[src/rtl/imm_gen_pipe.sv]
// rtl/imm_gen_pipe.sv - registered immediate generator with optional prefix chaining (IMM_PREFIX_EN)
module imm_gen_pipe #(
    parameter int DATA_W = 16,
    parameter int BR_W   = 9,
    parameter int MEM_W  = 4,
    parameter int IMM_W  = 8,
    parameter int PFX_W  = 8
) (
    input  logic              clk,
    input  logic              rst,
    input  logic              in_valid,
    output logic              in_ready,
    input  logic [15:0]       instr,
    input  logic [1:0]        imd_choice,
    input  logic              is_prefix,
    input  logic              flush,
    output logic              out_valid,
    input  logic              out_ready,
    output logic [DATA_W-1:0] imm_out,
    output logic              imm_prefixed
);

    // Wide enough that a prefixed, sign-extended, shifted field never overflows before truncation.
    localparam int WIDE = DATA_W + PFX_W + 18;

    logic              accept;
    logic              load_out;
    logic              pfx_active;
    logic [PFX_W-1:0]  pfx;
    logic [7:0]        fw;
    logic [7:0]        n;
    logic [WIDE-1:0]   field;
    logic [WIDE-1:0]   comb_val;
    logic [WIDE-1:0]   sign_bit;
    logic [WIDE-1:0]   ext;
    logic [WIDE-1:0]   shifted;
    logic [DATA_W-1:0] imm_next;

    assign in_ready = !out_valid || out_ready;
    assign accept   = in_valid && in_ready;

`ifdef IMM_PREFIX_EN
    typedef enum logic {IDLE, PFX_HELD} state_t;
    state_t state, state_nxt;

    always_ff @(posedge clk or posedge rst) begin
        if (rst) begin
            state <= IDLE;
        end else if (flush) begin
            state <= IDLE;
        end else begin
            state <= state_nxt;
        end
    end

    always_comb begin
        state_nxt = state;
        if (accept) begin
            state_nxt = is_prefix ? PFX_HELD : IDLE;
        end
    end

    always_comb begin
        pfx_active = (state == PFX_HELD);
    end

    always_ff @(posedge clk or posedge rst) begin
        if (rst) begin
            pfx <= '0;
        end else if (flush) begin
            pfx <= '0;
        end else if (accept && is_prefix) begin
            pfx <= instr[PFX_W-1:0];
        end
    end

    assign load_out = accept && !is_prefix;
`else
    logic unused_is_prefix;

    assign unused_is_prefix = is_prefix;
    assign pfx_active       = 1'b0;
    assign pfx              = '0;
    assign load_out         = accept;
`endif

    always_comb begin
        fw = 8'(IMM_W);
        case (imd_choice)
            2'b00:   fw = 8'(BR_W);
            2'b01:   fw = 8'(MEM_W);
            default: fw = 8'(IMM_W);
        endcase
    end

    // Sign extension by flipping and subtracting the top bit of the n-bit field.
    always_comb begin
        field    = WIDE'(instr) & ((WIDE'(1) << fw) - WIDE'(1));
        comb_val = field;
        n        = fw;
        if (pfx_active) begin
            comb_val = field | (WIDE'(pfx) << fw);
            n        = fw + 8'(PFX_W);
        end
        sign_bit = WIDE'(1) << (n - 8'd1);
        if (imd_choice == 2'b11) begin
            ext = comb_val;
        end else begin
            ext = (comb_val ^ sign_bit) - sign_bit;
        end
        shifted  = imd_choice[0] ? ext : (ext << 1);
        imm_next = DATA_W'(shifted);
    end

    always_ff @(posedge clk or posedge rst) begin
        if (rst) begin
            out_valid    <= 1'b0;
            imm_out      <= '0;
            imm_prefixed <= 1'b0;
        end else if (flush) begin
            out_valid    <= 1'b0;
        end else if (load_out) begin
            out_valid    <= 1'b1;
            imm_out      <= imm_next;
            imm_prefixed <= pfx_active;
        end else if (out_ready) begin
            out_valid    <= 1'b0;
        end
    end

endmodule

[config.mk]
export PLATFORM = sky130hd
export DESIGN_NAME = imm_gen_pipe
export DESIGN_NICKNAME = d
export VERILOG_FILES = /design/src/rtl/imm_gen_pipe.sv
export SDC_FILE = /design/constraint.sdc
export NUM_CORES = 1
export LEC_CHECK = 0
export BUFFER_PORTS_ARGS = -buffer_cell sky130_fd_sc_hd__buf_2
export CAP_MARGIN = 30
export CORE_MARGIN = 1
export CORE_UTILIZATION = 25
export CTS_CLUSTER_DIAMETER = 30
export DETAILED_ROUTE_END_ITERATION = 6
export PLACE_DENSITY_LB_ADDON = 0.25
export SLEW_MARGIN = 20
export SYNTH_ARGS = -nofsm -noshare
export SYNTH_HDL_FRONTEND = slang
export SYNTH_SLANG_ARGS = --single-unit
[constraint.sdc]
create_clock -name clk -period 2.1 [get_ports clk]
set_input_delay 0 -clock clk [delete_from_list [all_inputs] [get_ports clk]]
set_output_delay 0 -clock clk [all_outputs]
set_load 0.05 [all_outputs]
==> results of run 1 <==
[cell usage after synthesis, drive strengths merged (3+ instances only)]
master  instances  area [sq um]
nand2          28           105
nor2           20          75.1
o21ai          20           104
dfrtp          17           425
a21oi          13          65.1
inv            11          41.3
ha              9           113
clkbuf          7          26.3
a31oi           6          43.8
nand3           6          30.0
and2            5          31.3
buf             5          32.5
nor2b           5          31.3
xnor2           5          43.8
nand2b          4          25.0
o211ai          4          35.0
or2             4          25.0
a211oi          3          27.5
mux2            3          33.8
mux2i           3          30.0
nand3b          3          22.5
nor3            3          15.0
o221ai          3          26.3
o31ai           3          27.5
xor2            3          26.3
[report_power, final]
group / total, mW / leakage (nW) / internal (mW) / switching, mW
clock: 0.253 / 0.0255 / 0.132 / 0.121
combinational: 0.764 / 0.921 / 0.275 / 0.489
sequential: 0.417 / 0.207 / 0.386 / 0.0311
total: 1.43 / 1.15 / 0.792 / 0.641
[how the worst min path moves through the flow]
| stage | start | endpoint | slack (ns) | cells after the start |
|---|---|---|---|---|
| after floorplan | rst | imm_out[0]$_DFFE_PP0P_ | -0.07 | 1 |
| after global placement | rst | imm_out[2]$_DFFE_PP0P_ | 0.14 | 2 |
| after detailed placement | rst | imm_out[2]$_DFFE_PP0P_ | 0.14 | 2 |
| after CTS | instr[1] | imm_out[1]$_DFFE_PP0P_ | 0.03 | 3 |
| after global routing | instr[1] | imm_out[1]$_DFFE_PP0P_ | 0.05 | 3 |
| final | instr[1] | imm_out[1]$_DFFE_PP0P_ | 0.03 | 3 |
[flip-flops by register name, summed over array words and instances, names as in the netlist]
signal     flops
imm_out       16
out_valid      1
[routing by layer]
metal	wire length (microns)	global-route usage, %	part of all wire [%]	up-vias
li1	-	-	-	973
met1	2430	19.5	47	904
met2	2600	26.3	50	33
met3	138	2.79	2.6	2
met4	38	1.82	0.73	0
met5	0	0	0	-
[per-stage QoR]
stage / power, mW / hold WS (ns) / std cells / util, %
floorplan: 0.947 / -0.0739 / 228 / -
global placement: 1.15 / 0.139 / 383 / 34.7
detailed placement: 1.16 / 0.142 / 383 / 34.7
CTS: 1.42 / 0.0300 / 391 / 36.0
global route: 1.53 / 0.0476 / 397 / 37.8
finish: 1.43 / 0.0292 / 397 / 37.8
[kinds of logic after synthesis]
logic type,after synthesis,share of synthesized area (%)
buf+inv,23,5.70
xor+xnor,8,3.99
mux,6,3.63
simple gates,88,25.4
other cells,2,0.428
compound gates,73,30.2
flops,17,24.2
fa+ha+maj,9,6.41
[cell usage in the layout (no fill, tap or decap), drive strengths merged, types with 2 or more instances in the layout]
master / instances
nor3b: 2
o21a: 2
nand3: 6
clkbuf: 3
ha: 9
nand2: 28
conb: 4
nor2: 20
nor2b: 5
nand4: 2
a2111oi: 2
a32oi: 2
inv: 11
nand2b: 4
a21oi: 13
o31ai: 3
a31oi: 6
dfrtp: 17
and4: 2
or2: 4
nor3: 3
and2: 5
dlygate4sd3: 4
a211oi: 3
a21boi: 2
mux2i: 3
nand3b: 3
mux2: 3
buf: 77
o211ai: 4
o221ai: 3
xnor2: 5
xor2: 3
o21ai: 20
[layout make-up]
cell class	instances	area, sq um
clock inverter	1	5.00
inverter	11	46.3
tap	96	120
timing repair buffer	81	551
sequential	17	425
multi-input combinational	188	1380
fill	728	4220
clock buffer	3	41.3
[repair_timing]
action / CTS / global route
buffers inserted: 0 / 6
hold buffers: 4 / 0
setup endpoints to repair: 0 / 8
endpoints found under the hold margin: 19 / 0
resized for setup: 0 / 20
[worst max-delay path: cells and delay by family]
family / cells / cell delay, ns
buf+inv: 2 / 0.16
mux: 1 / 0.31
simple gates: 3 / 0.99
fa+ha+maj: 2 / 0.40
compound gates: 3 / 0.34
==> insert_results.sql, run 1 <==
INSERT INTO impl_metrics (metric_group, metric, value, unit) VALUES
('critical_path', 'worst-setup-path-type', 'input port to register', ''),
('critical_path', 'r2r-end', 'imm_out[10]$_DFFE_PP0P_', ''),
('clock_tree', 'tritoncts.num_buffers', '3', ''),
('cells_and_area', 'syn2layout_area_growth', '46.5', '%'),
('timing', 'maximum_achievable_frequency', '0.490', 'GHz'),
('clock_tree', 'clock_tree.htree_level_count', '1', ''),
('placed_design', 'hpwl', '4150', 'microns'),
('floorplan', 'rows', '30', ''),
('clock_tree', 'clock_tree.root_cell', 'sky130_fd_sc_hd__clkbuf_8', ''),
('clock_tree', 'clock_tree_from_tritoncts', 'built', ''),
('global_routing', 'grt_max_degree', '29', ''),
('cells_and_area', 'final_design_area_no_fill', '0.00257', 'sq mm'),
('critical_path', 'worstPathRequired', '2.28', 'ns'),
('timing', 'final_hold_viol_count', '0', ''),
('synth', 'synthDistinctLibCells', '63', ''),
('power_and_ir_drop', 'p_leak', '1.15', 'nW'),
('global_routing', 'grt_antenna_before_repair', '0', ''),
('critical_path', 'ordered_list_of_cells_on_the_worst_path', 'buf_8 > or2_4 > inv_4 > ha_4 > o21ai_4 > ha_4 > or4b_4 > and4_4 > a21oi_2 > mux2_4 > o221ai_2', ''),
('route', 'detailroute.via_count', '1912', ''),
('synth', 'yosys_most_used_dff', 'sky130_fd_sc_hd__dfrtp_1', ''),
('placed_design', 'dpl_worst_slack', '-0.250', 'ns'),
('timing', 'finalSetupTns', '0', 'ns'),
('route', 'drt_first_pass_iters', '4', ''),
('global_routing', 'grt_first_pass_wirelength', '8770', 'microns'),
('critical_path', 'startpoint_type', 'input port', ''),
('timing', 'final-setup-viol-count', '0', ''),
('power_and_ir_drop', 'worst_ir_drop_vdd', '0.276', 'mV'),
('worst_hold_path', 'hold_class', 'input port to register', ''),
('critical_path', 'startpoint', 'imd_choice[1]', ''),
('synth', 'number_of_synthesized_flops_with_an_enable_pin', '0', ''),
('critical_path', 'ff2ff_path_depth', '5', ''),
('clock_tree', 'clk_latency', '0.25', 'ns'),
('critical_path', 'reg2reg_from', 'out_valid$_DFFE_PP0P_', ''),
('synth', 'postSynth.asyncResetShare', '100', '%'),
('synth', 'synth-seq-area-share', '24.2', '%'),
('power_and_ir_drop', 'power.density', '557', 'mW/mm^2'),
('placed_design', 'gp_congestion', '0.814', ''),
('synth', 'postSynthRegisterBits', '17', ''),
('synth', 'synthCells', '226', ''),
('floorplan', 'fp.dieArea', '0.00736', 'sq mm'),
('floorplan', 'die_height', '85.8', 'microns'),
('synth', 'postSynthAreaPerCell', '7.77', 'sq um'),
('route', 'routed_wire_length_per_instance', '13.1', 'microns'),
('critical_path', 'critPathMaxStageDelay', '0.52', 'ns'),
('critical_path', 'reg2reg_slack', '0.20', 'ns'),
('timing', 'rsz_0062_raised_after_global_routing', 'true', ''),
('clock_tree', 'clock_tree.buffer_depth', '2', ''),
('floorplan', 'floorplan.io_pins', '43', ''),
('timing', 'worst_margin_slew', '0.678', 'ns'),
('timing', 'timing.clock.skew', '0.00102', 'ns'),
('placed_design', 'postPlaceCellArea', '0.00236', 'sq mm'),
('clock_tree', 'cts.clk_slew.worst_paths', '0.07', 'ns'),
('floorplan', 'initial_utilization', '25.8', '%'),
('global_routing', 'grt_util_all_layers', '14.9', '%'),
('synth', 'synthesis.yosys.warnings', '0', ''),
('critical_path', 'cp_data_arrival_time', '2.22', 'ns'),
('timing', 'timing.final.max_slew_violations', '0', ''),
('timing', 'period_share', '97.1', '%'),
('status', 'run_status', 'finished clean', ''),
('critical_path', 'setup.worst_path.end_class', 'register', ''),
('cells_and_area', 'antennaDiodeCount', '0', ''),
('cells_and_area', 'drive_gt1_share', '38.9', '%'),
('timing', 'finalWorstSetupSlack', '0.0603', 'ns'),
('route', 'drt_first_iter_violations', '84', ''),
('global_routing', 'grt_pass1_vias', '1872', ''),
('critical_path', 'timing.critical_path.to', 'imm_out[11]$_DFFE_PP0P_', ''),
('route', 'wl', '5210', 'microns'),
('timing', 'period_minus_slack', '2.04', 'ns'),
('floorplan', 'core_region_area', '0.00679', 'sq mm'),
('timing', 'timing.slew.headroom', '54.7', '%'),
('synth', 'syn-cell-area', '0.00176', 'sq mm');
No activity file was read; power rests on OpenSTA's default activity.
==> run 2: changes to the inputs <==
- ABC_AREA: unset -> 1
- CAP_MARGIN: 30 -> unset
==> run 2 against run 1 <==
Compared with the run above:
- total power shrank 8.9%
- clock power shrank 6%
- critical path type unchanged
- non-clock buffer count down 20
- hold slack got worse by 0.0031 ns
- largest power group unchanged
- clock skew up 0.0017 ns
- register-to-register slack better by 0.52 ns
==> insert_results.sql, run 2 <==
INSERT INTO impl_metrics (metric_group, metric, value, unit) VALUES
('synth', 'yosys.area_share.adder', '6.89', '%'),
('clock_tree', 'clock_tree.htree_level_count', '1', ''),
('timing', 'rsz_0062_raised_after_global_routing', 'false', ''),
('timing', 'finalSetupTns', '0', 'ns'),
('synth', 'postSynthRegisterBits', '17', ''),
('critical_path', 'worstPathRequired', '2.24', 'ns'),
('route', 'detail_route.vias_per_cell', '4.42', ''),
('cells_and_area', 'registers.top_by_ff_count', 'imm_out', ''),
('timing', 'timing.slew.headroom', '57.5', '%'),
('floorplan', 'initial_utilization', '25.9', '%'),
('route', 'detail_route.wirelength.met1', '2360', 'microns'),
('run', 'max_cap_violations', '0', ''),
('clock_tree', 'clk_latency', '0.25', 'ns'),
('synth', 'postSynthAreaPerCell', '6.17', 'sq um'),
('timing', 'period_share', '87.1', '%'),
('critical_path', 'startpoint_type', 'input port', ''),
('power_and_ir_drop', 'p_total', '1.31', 'mW'),
('power_and_ir_drop', 'p_leak', '1.22', 'nW'),
('route', 'routed_wire_length_per_instance', '11.3', 'microns'),
('route', 'antenna_left', '0', ''),
('synth', 'synth_xor_xnor_area_share', '1.61', '%'),
('synth', 'count_leader_synth', 'sky130_fd_sc_hd__nand2_1', ''),
('cells_and_area', 'final-seq-area', '425', 'sq um'),
('power_and_ir_drop', 'worst_ir_drop_vdd', '0.294', 'mV'),
('clock_tree', 'clock_tree_from_tritoncts', 'built', ''),
('cells_and_area', 'final_net_count', '357', ''),
('route', 'wl_met2', '1970', 'microns'),
('cells_and_area', 'final.fill_count', '737', ''),
('route', 'detailroute.via_count', '1769', ''),
('critical_path', 'worst-setup-path-type', 'input port to register', ''),
('synth', 'combinational_family_with_the_most_area_after_synthesis', 'simple AND/OR/NAND/NOR gates', ''),
('synth', 'yosys_most_used_dff', 'sky130_fd_sc_hd__dfrtp_1', ''),
('synth', 'post_synth_mux_area_share', '0', '%'),
('status', 'run_status', 'finished clean', ''),
('timing', 'final_hold_viol_count', '0', ''),
('clock_tree', 'cts_sinks', '17', ''),
('power_and_ir_drop', 'power.density', '617', 'mW/mm^2'),
('power_and_ir_drop', 'net-switching-power', '0.594', 'mW'),
('floorplan', 'floorplan.io_pins', '43', ''),
('route', 'drt_first_iter_violations', '89', ''),
('critical_path', 'crit_path_max_fanout', '6', ''),
('cells_and_area', 'largest_register_ff_count', '16', ''),
('route', 'top_layer', 'met4', ''),
('cells_and_area', 'multi_input_area', '0.00104', 'sq mm'),
('synth', 'yosysTopAreaCellShare', '26.0', '%'),
('timing', 'period_minus_slack', '1.83', 'ns'),
('floorplan', 'die_width', '82.8', 'microns'),
('power_and_ir_drop', 'power_report.internal_total', '0.712', 'mW'),
('synth', 'netlist_top_cells_area', 'sky130_fd_sc_hd__dfrtp_1 (26%), sky130_fd_sc_hd__nand2_1 (20%), sky130_fd_sc_hd__nand3_1 (9.5%)', ''),
('global_routing', 'grt_max_degree', '21', ''),
('global_routing', 'gr-total-overflow', '0', ''),
('clock_tree', 'clock_tree.root_cell', 'sky130_fd_sc_hd__clkbuf_8', ''),
('timing', 'worst_margin_slew', '0.637', 'ns'),
('floorplan', 'core_region_area', '0.00631', 'sq mm'),
('global_routing', 'grt_first_pass_wirelength', '7980', 'microns'),
('cells_and_area', 'largestRegisters', 'imm_out: 16 flops, out_valid: 1 flops', ''),
('floorplan', 'fp.dieArea', '0.00686', 'sq mm'),
('global_routing', 'grt_antenna_before_repair', '0', ''),
('timing', 'maximum_achievable_frequency', '0.547', 'GHz'),
('synth', 'synth_compound_area_share', '10.2', '%'),
('route', 'number_of_drc_violations_after_detailed_routing', '0', ''),
('synth', 'synthTopCellsByCount', 'sky130_fd_sc_hd__nand2_1 (89), sky130_fd_sc_hd__inv_1 (31), sky130_fd_sc_hd__nand3_1 (31), sky130_fd_sc_hd__nor2_1 (25), sky130_fd_sc_hd__dfrtp_1 (17)', ''),
('cells_and_area', 'drive_gt1_share', '24.5', '%'),
('synth', 'synth-seq-area-share', '26.0', '%'),
('synth', 'synthCells', '265', ''),
('timing', 'final-setup-viol-count', '0', ''),
('synth', 'most_area_hungry_cell_type_in_the_yosys_netlist', 'sky130_fd_sc_hd__dfrtp_1', ''),
('clock_tree', 'tritoncts.num_buffers', '3', ''),
('power_and_ir_drop', 'clock_power_share', '18.2', '%'),
('power_and_ir_drop', 'power_frac_seq', '31.7', '%'),
('power_and_ir_drop', 'switching_share', '45.5', '%'),
('route', 'wl_met3', '130', 'microns'),
('synth', 'number_of_synthesized_flops_with_an_enable_pin', '0', ''),
('global_routing', 'grt_pass1_vias', '1736', ''),
('floorplan', 'die_height', '82.8', 'microns'),
('synth', 'syn-cell-area', '0.00163', 'sq mm'),
('synth', 'synthesis.yosys.warnings', '0', ''),
('critical_path', 'setup.worst_path.end_class', 'register', ''),
('cells_and_area', 'antennaDiodeCount', '0', ''),
('placed_design', 'gp_congestion', '0.904', ''),
('critical_path', 'cp_data_arrival_time', '1.97', 'ns'),
('cells_and_area', 'syn2layout_area_growth', '29.6', '%'),
('synth', 'postSynth.asyncResetShare', '100', '%'),
('worst_hold_path', 'hold_class', 'input port to register', ''),
('route', 'drt_first_pass_iters', '4', ''),
('placed_design', 'hpwl', '3680', 'microns'),
('synth', 'synth_simple_gate_area_share', '43.0', '%'),
('timing', 'timing.clock.skew', '0.00275', 'ns'),
('timing', 'timing.final.max_slew_violations', '0', ''),
('cells_and_area', 'mostFrequentLayoutCells', 'sky130_fd_sc_hd__nand2_1 (89), sky130_fd_sc_hd__buf_2 (38), sky130_fd_sc_hd__inv_1 (31), sky130_fd_sc_hd__nand3_1 (31), sky130_fd_sc_hd__nor2_1 (24)', ''),
('synth', 'synthDistinctLibCells', '31', ''),
('cells_and_area', 'final_common_cell', 'sky130_fd_sc_hd__nand2_1', ''),
('placed_design', 'port_buffers', '38', ''),
('clock_tree', 'cts.clk_slew.worst_paths', '0.06', 'ns'),
('global_routing', 'grt_util_all_layers', '13.9', '%'),
('power_and_ir_drop', 'pwr-share-comb', '50.0', '%'),
('clock_tree', 'clock_tree.buffer_depth', '2', ''),
('floorplan', 'rows', '29', ''),
('route', 'wl', '4520', 'microns');
## run 2: area by class of cell
class                   count  area share (%)
clock buffers               4            2.13
inverters                  35            6.21
multi-input cells         206            49.3
flip-flops and latches     17            20.1
well taps                  77            4.55
repair buffers             61            17.7
## run 2: cells by family (layout without fill, tap and decap cells)
logic type	count (synthesis)	count (layout)
flip-flops	17	17
AO/OA/AOI/OAI	27	27
other	2	4
XOR/XNOR	3	3
AND/OR/NAND/NOR	163	163
buffers and inverters	44	100
adder cells (fa/ha/maj)	9	9
## run 2: layer usage
layer	up-vias	track usage [%]
li1	950	-
met1	781	20.2
met2	34	21.9
met3	4	0.994
met4	0	4.39
met5	-	0
## run 2: what timing repair did
item                       in CTS  in global routing
hold endpoints to repair       19                  0
setup buffers                   0                  1
hold buffers                    3                  0
setup endpoints to repair       0                  9
gates resized for setup         0                  4
## run 2: power by group through the flow
stage | clock [mW] | combinational, mW | sequential, mW
2_1_floorplan | 0 | 0.265 | 0.630
3_3_place_gp | 0 | 0.646 | 0.420
3_5_place_dp | 0 | 0.648 | 0.422
4_1_cts | 0.248 | 0.654 | 0.416
5_1_grt | 0.262 | 0.716 | 0.423
6_report | 0.238 | 0.654 | 0.414
## run 2: worst max-delay path: stages
cell	delay, ns
sky130_fd_sc_hd__buf_2	0.12
sky130_fd_sc_hd__inv_2	0.06
sky130_fd_sc_hd__nor2_2	0.04
sky130_fd_sc_hd__ha_2	0.20
sky130_fd_sc_hd__buf_4	0.16
sky130_fd_sc_hd__nand2_1	0.09
sky130_fd_sc_hd__inv_1	0.05
sky130_fd_sc_hd__ha_1	0.32
sky130_fd_sc_hd__inv_1	0.07
sky130_fd_sc_hd__nor2_1	0.14
sky130_fd_sc_hd__nand3_1	0.11
sky130_fd_sc_hd__nor2_1	0.12
sky130_fd_sc_hd__nand2_1	0.07
sky130_fd_sc_hd__nand4_1	0.10
sky130_fd_sc_hd__nand2_1	0.07
sky130_fd_sc_hd__nand2_1	0.07
sky130_fd_sc_hd__nand3_1	0.07
sky130_fd_sc_hd__nand2_1	0.06
sky130_fd_sc_hd__nand2_1	0.04
## run 2: final timing paths
path | depth (start not counted) | slack (ns) | start | end
worst max-delay path | 19 | 0.27 | imd_choice[0] | imm_out[13]$_DFFE_PP0P_
worst min-delay path | 4 | 0.03 | out_ready | out_valid$_DFFE_PP0P_
worst max register to register | 6 | 0.72 | out_valid$_DFFE_PP0P_ | imm_out[4]$_DFFE_PP0P_
worst min register to register | 2 | 0.48 | imm_out[11]$_DFFE_PP0P_ | imm_out[11]$_DFFE_PP0P_
max in group asynchronous | 3 | 1.31 | rst | imm_out[9]$_DFFE_PP0P_
min in group asynchronous | 3 | 0.38 | rst | imm_out[12]$_DFFE_PP0P_
## run 2: per-stage QoR
step / std cells / setup slack, ns / utilization [%] / hold WS, ns / instance area, sq um
2_1_floorplan: 267 / 0.0118 / - / -0.0739 / 1650
3_3_place_gp: 392 / -0.0335 / 32.0 / 0.125 / 2020
3_5_place_dp: 392 / -0.0403 / 32.0 / 0.130 / 2020
4_1_cts: 399 / 0.194 / 33.2 / 0.0297 / 2100
5_1_grt: 400 / 0.0104 / 33.5 / 0.0375 / 2120
6_report: 400 / 0.271 / 33.5 / 0.0261 / 2120
==> run 3: changes to the inputs <==
- BUFFER_PORTS_ARGS: -buffer_cell sky130_fd_sc_hd__buf_2 -> -buffer_cell sky130_fd_sc_hd__clkbuf_2
- CORE_MARGIN: 1 -> 5
==> run 3 against run 2 <==
Compared with the run above:
- count of clock-buffer cells in the layout unchanged
- combinational power decreased by 1%
- fmax decreased by 0.15%
- wire length increased by 1.5%
- die area increased by 20%
- critical path depth decreased by 1
- first-iteration DRC count decreased by 12%
- non-clock buffer count decreased by 1
- sequential cell count unchanged
- register-to-register slack improved by 0.02 ns
==> insert_results.sql, run 3 (synthesis gave the netlist of run 2 again) <==
INSERT INTO impl_metrics (metric_group, metric, value, unit) VALUES
('status', 'run_status', 'finished clean', ''),
('critical_path', 'setup.worst_path.end_class', 'register', ''),
('clock_tree', 'tritoncts.num_buffers', '3', ''),
('clock_tree', 'clk_latency', '0.25', 'ns'),
('route', 'routed_wire_length_per_instance', '11.5', 'microns'),
('cells_and_area', 'largestRegisters', 'imm_out: 16 flops, out_valid: 1 flops', ''),
('placed_design', 'postPlaceCellArea', '0.00202', 'sq mm'),
('floorplan', 'rows', '29', ''),
('critical_path', 'timing.critical_path.to', 'imm_out[9]$_DFFE_PP0P_', ''),
('clock_tree', 'clock_tree_from_tritoncts', 'built', ''),
('worst_hold_path', 'hold_class', 'input port to register', ''),
('critical_path', 'crit_path_max_fanout', '15', ''),
('route', 'wl', '4590', 'microns'),
('global_routing', 'grt_max_degree', '21', ''),
('cells_and_area', 'registers.top_by_ff_count', 'imm_out', ''),
('critical_path', 'reg2reg_slack', '0.74', 'ns'),
('clock_tree', 'clock_tree.buffer_depth', '2', ''),
('route', 'detailroute.via_count', '1743', ''),
('power_and_ir_drop', 'p_total', '1.31', 'mW'),
('placed_design', 'numPlacedInstances', '392', ''),
('floorplan', 'die_width', '90.8', 'microns'),
('global_routing', 'grt_antenna_before_repair', '0', ''),
('timing', 'timing.clock.skew', '0.00534', 'ns'),
('cells_and_area', 'layout.cells.non_filler', '399', ''),
('timing', 'timing.final.max_slew_violations', '0', ''),
('critical_path', 'worstPathRequired', '2.23', 'ns'),
('cells_and_area', 'final_design_area_no_fill', '0.00211', 'sq mm'),
('clock_tree', 'clock_tree.htree_level_count', '1', ''),
('route', 'antenna_left', '0', ''),
('timing', 'finalWorstSetupSlack', '0.268', 'ns'),
('power_and_ir_drop', 'worst_ir_drop_vdd', '0.263', 'mV'),
('clock_tree', 'cts_sinks', '17', ''),
('timing', 'rsz_0062_raised_after_global_routing', 'false', ''),
('critical_path', 'worst-setup-path-type', 'input port to register', ''),
('cells_and_area', 'antennaDiodeCount', '0', ''),
('power_and_ir_drop', 'p_leak', '1.22', 'nW'),
('route', 'drt_first_iter_violations', '78', ''),
('clock_tree', 'clock_tree.root_cell', 'sky130_fd_sc_hd__clkbuf_8', ''),
('floorplan', 'floorplan.io_pins', '43', ''),
('cells_and_area', 'drive_gt1_share', '24.5', '%'),
('timing', 'period_share', '87.2', '%'),
('timing', 'worst_hold_slack', '0.00394', 'ns'),
('power_and_ir_drop', 'power.density', '620', 'mW/mm^2'),
('cells_and_area', 'mostFrequentLayoutCells', 'sky130_fd_sc_hd__nand2_1 (88), sky130_fd_sc_hd__clkbuf_2 (38), sky130_fd_sc_hd__inv_1 (31), sky130_fd_sc_hd__nand3_1 (31), sky130_fd_sc_hd__nor2_1 (23)', ''),
('critical_path', 'startpoint', 'imd_choice[0]', ''),
('critical_path', 'reg2reg_from', 'out_valid$_DFFE_PP0P_', ''),
('timing', 'period_minus_slack', '1.83', 'ns'),
('placed_design', 'dpl_worst_slack', '-0.0591', 'ns'),
('timing', 'final_hold_viol_count', '0', ''),
('route', 'detail_route.vias_per_cell', '4.37', ''),
('run', 'max_cap_violations', '0', ''),
('timing', 'final-setup-viol-count', '0', ''),
('route', 'drt_first_pass_iters', '4', ''),
('floorplan', 'die_height', '90.8', 'microns'),
('global_routing', 'gr-total-overflow', '0', ''),
('placed_design', 'gp_congestion', '0.874', ''),
('critical_path', 'cp_data_arrival_time', '1.96', 'ns'),
('cells_and_area', 'final_net_count', '356', ''),
('clock_tree', 'cts.clk_slew.worst_paths', '0.07', 'ns'),
('placed_design', 'hpwl', '3780', 'microns'),
('floorplan', 'initial_utilization', '25.7', '%'),
('cells_and_area', 'final_common_cell', 'sky130_fd_sc_hd__nand2_1', ''),
('cells_and_area', 'largest_register_ff_count', '16', ''),
('route', 'number_of_drc_violations_after_detailed_routing', '0', ''),
('worst_hold_path', 'min_from', 'instr[1]', ''),
('timing', 'maximum_achievable_frequency', '0.546', 'GHz'),
('global_routing', 'grt_pass1_vias', '1810', ''),
('global_routing', 'grt_first_pass_wirelength', '8480', 'microns'),
('global_routing', 'grt_util_all_layers', '12.0', '%'),
('floorplan', 'fp.dieArea', '0.00825', 'sq mm'),
('timing', 'worst_margin_slew', '0.669', 'ns'),
('placed_design', 'port_buffers', '38', ''),
('timing', 'timing.slew.headroom', '55.4', '%'),
('critical_path', 'startpoint_type', 'input port', ''),
('critical_path', 'r2r-end', 'imm_out[4]$_DFFE_PP0P_', ''),
('critical_path', 'ff2ff_path_depth', '6', ''),
('floorplan', 'core_region_area', '0.00635', 'sq mm'),
('cells_and_area', 'syn2layout_area_growth', '28.9', '%');
run 3: worst max-delay path: stages:
cell,delay (ns)
sky130_fd_sc_hd__clkbuf_2,0.13
sky130_fd_sc_hd__buf_4,0.24
sky130_fd_sc_hd__nand2_4,0.10
sky130_fd_sc_hd__nand2_1,0.11
sky130_fd_sc_hd__inv_1,0.06
sky130_fd_sc_hd__ha_1,0.32
sky130_fd_sc_hd__inv_1,0.08
sky130_fd_sc_hd__nand3_1,0.07
sky130_fd_sc_hd__nand2_1,0.12
sky130_fd_sc_hd__nand2_1,0.06
sky130_fd_sc_hd__nand2_1,0.12
sky130_fd_sc_hd__nand2_1,0.09
sky130_fd_sc_hd__nand2_1,0.07
sky130_fd_sc_hd__nand2_1,0.07
sky130_fd_sc_hd__nand2_1,0.09
sky130_fd_sc_hd__nand2_1,0.06
sky130_fd_sc_hd__o211ai_1,0.09
sky130_fd_sc_hd__nand2_1,0.07
run 3: metal layers:
metal | GRT usage [%] | wire, microns | up-vias
li1 | - | - | 956
met1 | 18.1 | 2420 | 744
met2 | 17.7 | 1850 | 41
met3 | 1.42 | 278 | 2
met4 | 3.67 | 49 | 0
met5 | 0 | 0 | -
run 3: timing repair:
action / in CTS / in global routing
hold buffers: 3 / 0
endpoints found under the setup margin: 0 / 8
endpoints found under the hold margin: 19 / 0
setup buffers: 0 / 0
resized for setup: 0 / 4
run 3: cell type report:
| cell class | instances | area, sq um |
|---|---|---|
| Inverter | 35 | 131 |
| Timing Repair Buffer | 60 | 363 |
| Fill cell | 722 | 4240 |
| Clock buffer | 4 | 45.0 |
| Multi-Input combinational cell | 206 | 1050 |
| Tap cell | 77 | 96.3 |
| Sequential cell | 17 | 425 |
run 3: worst min path at each step:
stage | to | slack, ns | cells past startpoint
final | imm_out[1]$_DFFE_PP0P_ | 0.004 | 3
after global routing | imm_out[1]$_DFFE_PP0P_ | 0.01 | 3
after CTS | imm_out[1]$_DFFE_PP0P_ | 0.001 | 3
after detailed placement | imm_out[11]$_DFFE_PP0P_ | 0.13 | 2
after global placement | imm_out[11]$_DFFE_PP0P_ | 0.11 | 2
after floorplan | imm_out[0]$_DFFE_PP0P_ | -0.07 | 1
run 3: power by group:
| part | switching (mW) | internal (mW) | total [mW] |
|---|---|---|---|
| sequential | 0.0310 | 0.386 | 0.417 |
| clock | 0.108 | 0.134 | 0.243 |
| combinational | 0.460 | 0.187 | 0.647 |
| total | 0.599 | 0.707 | 1.31 |
run 3: metrics by stage:
step | util [%] | setup TNS, ns
final | 33.2 | 0
after global routing | 33.2 | 0
after CTS | 33.0 | 0
after detailed placement | 31.8 | -0.292
after global placement | 31.8 | 0
after floorplan | - | 0
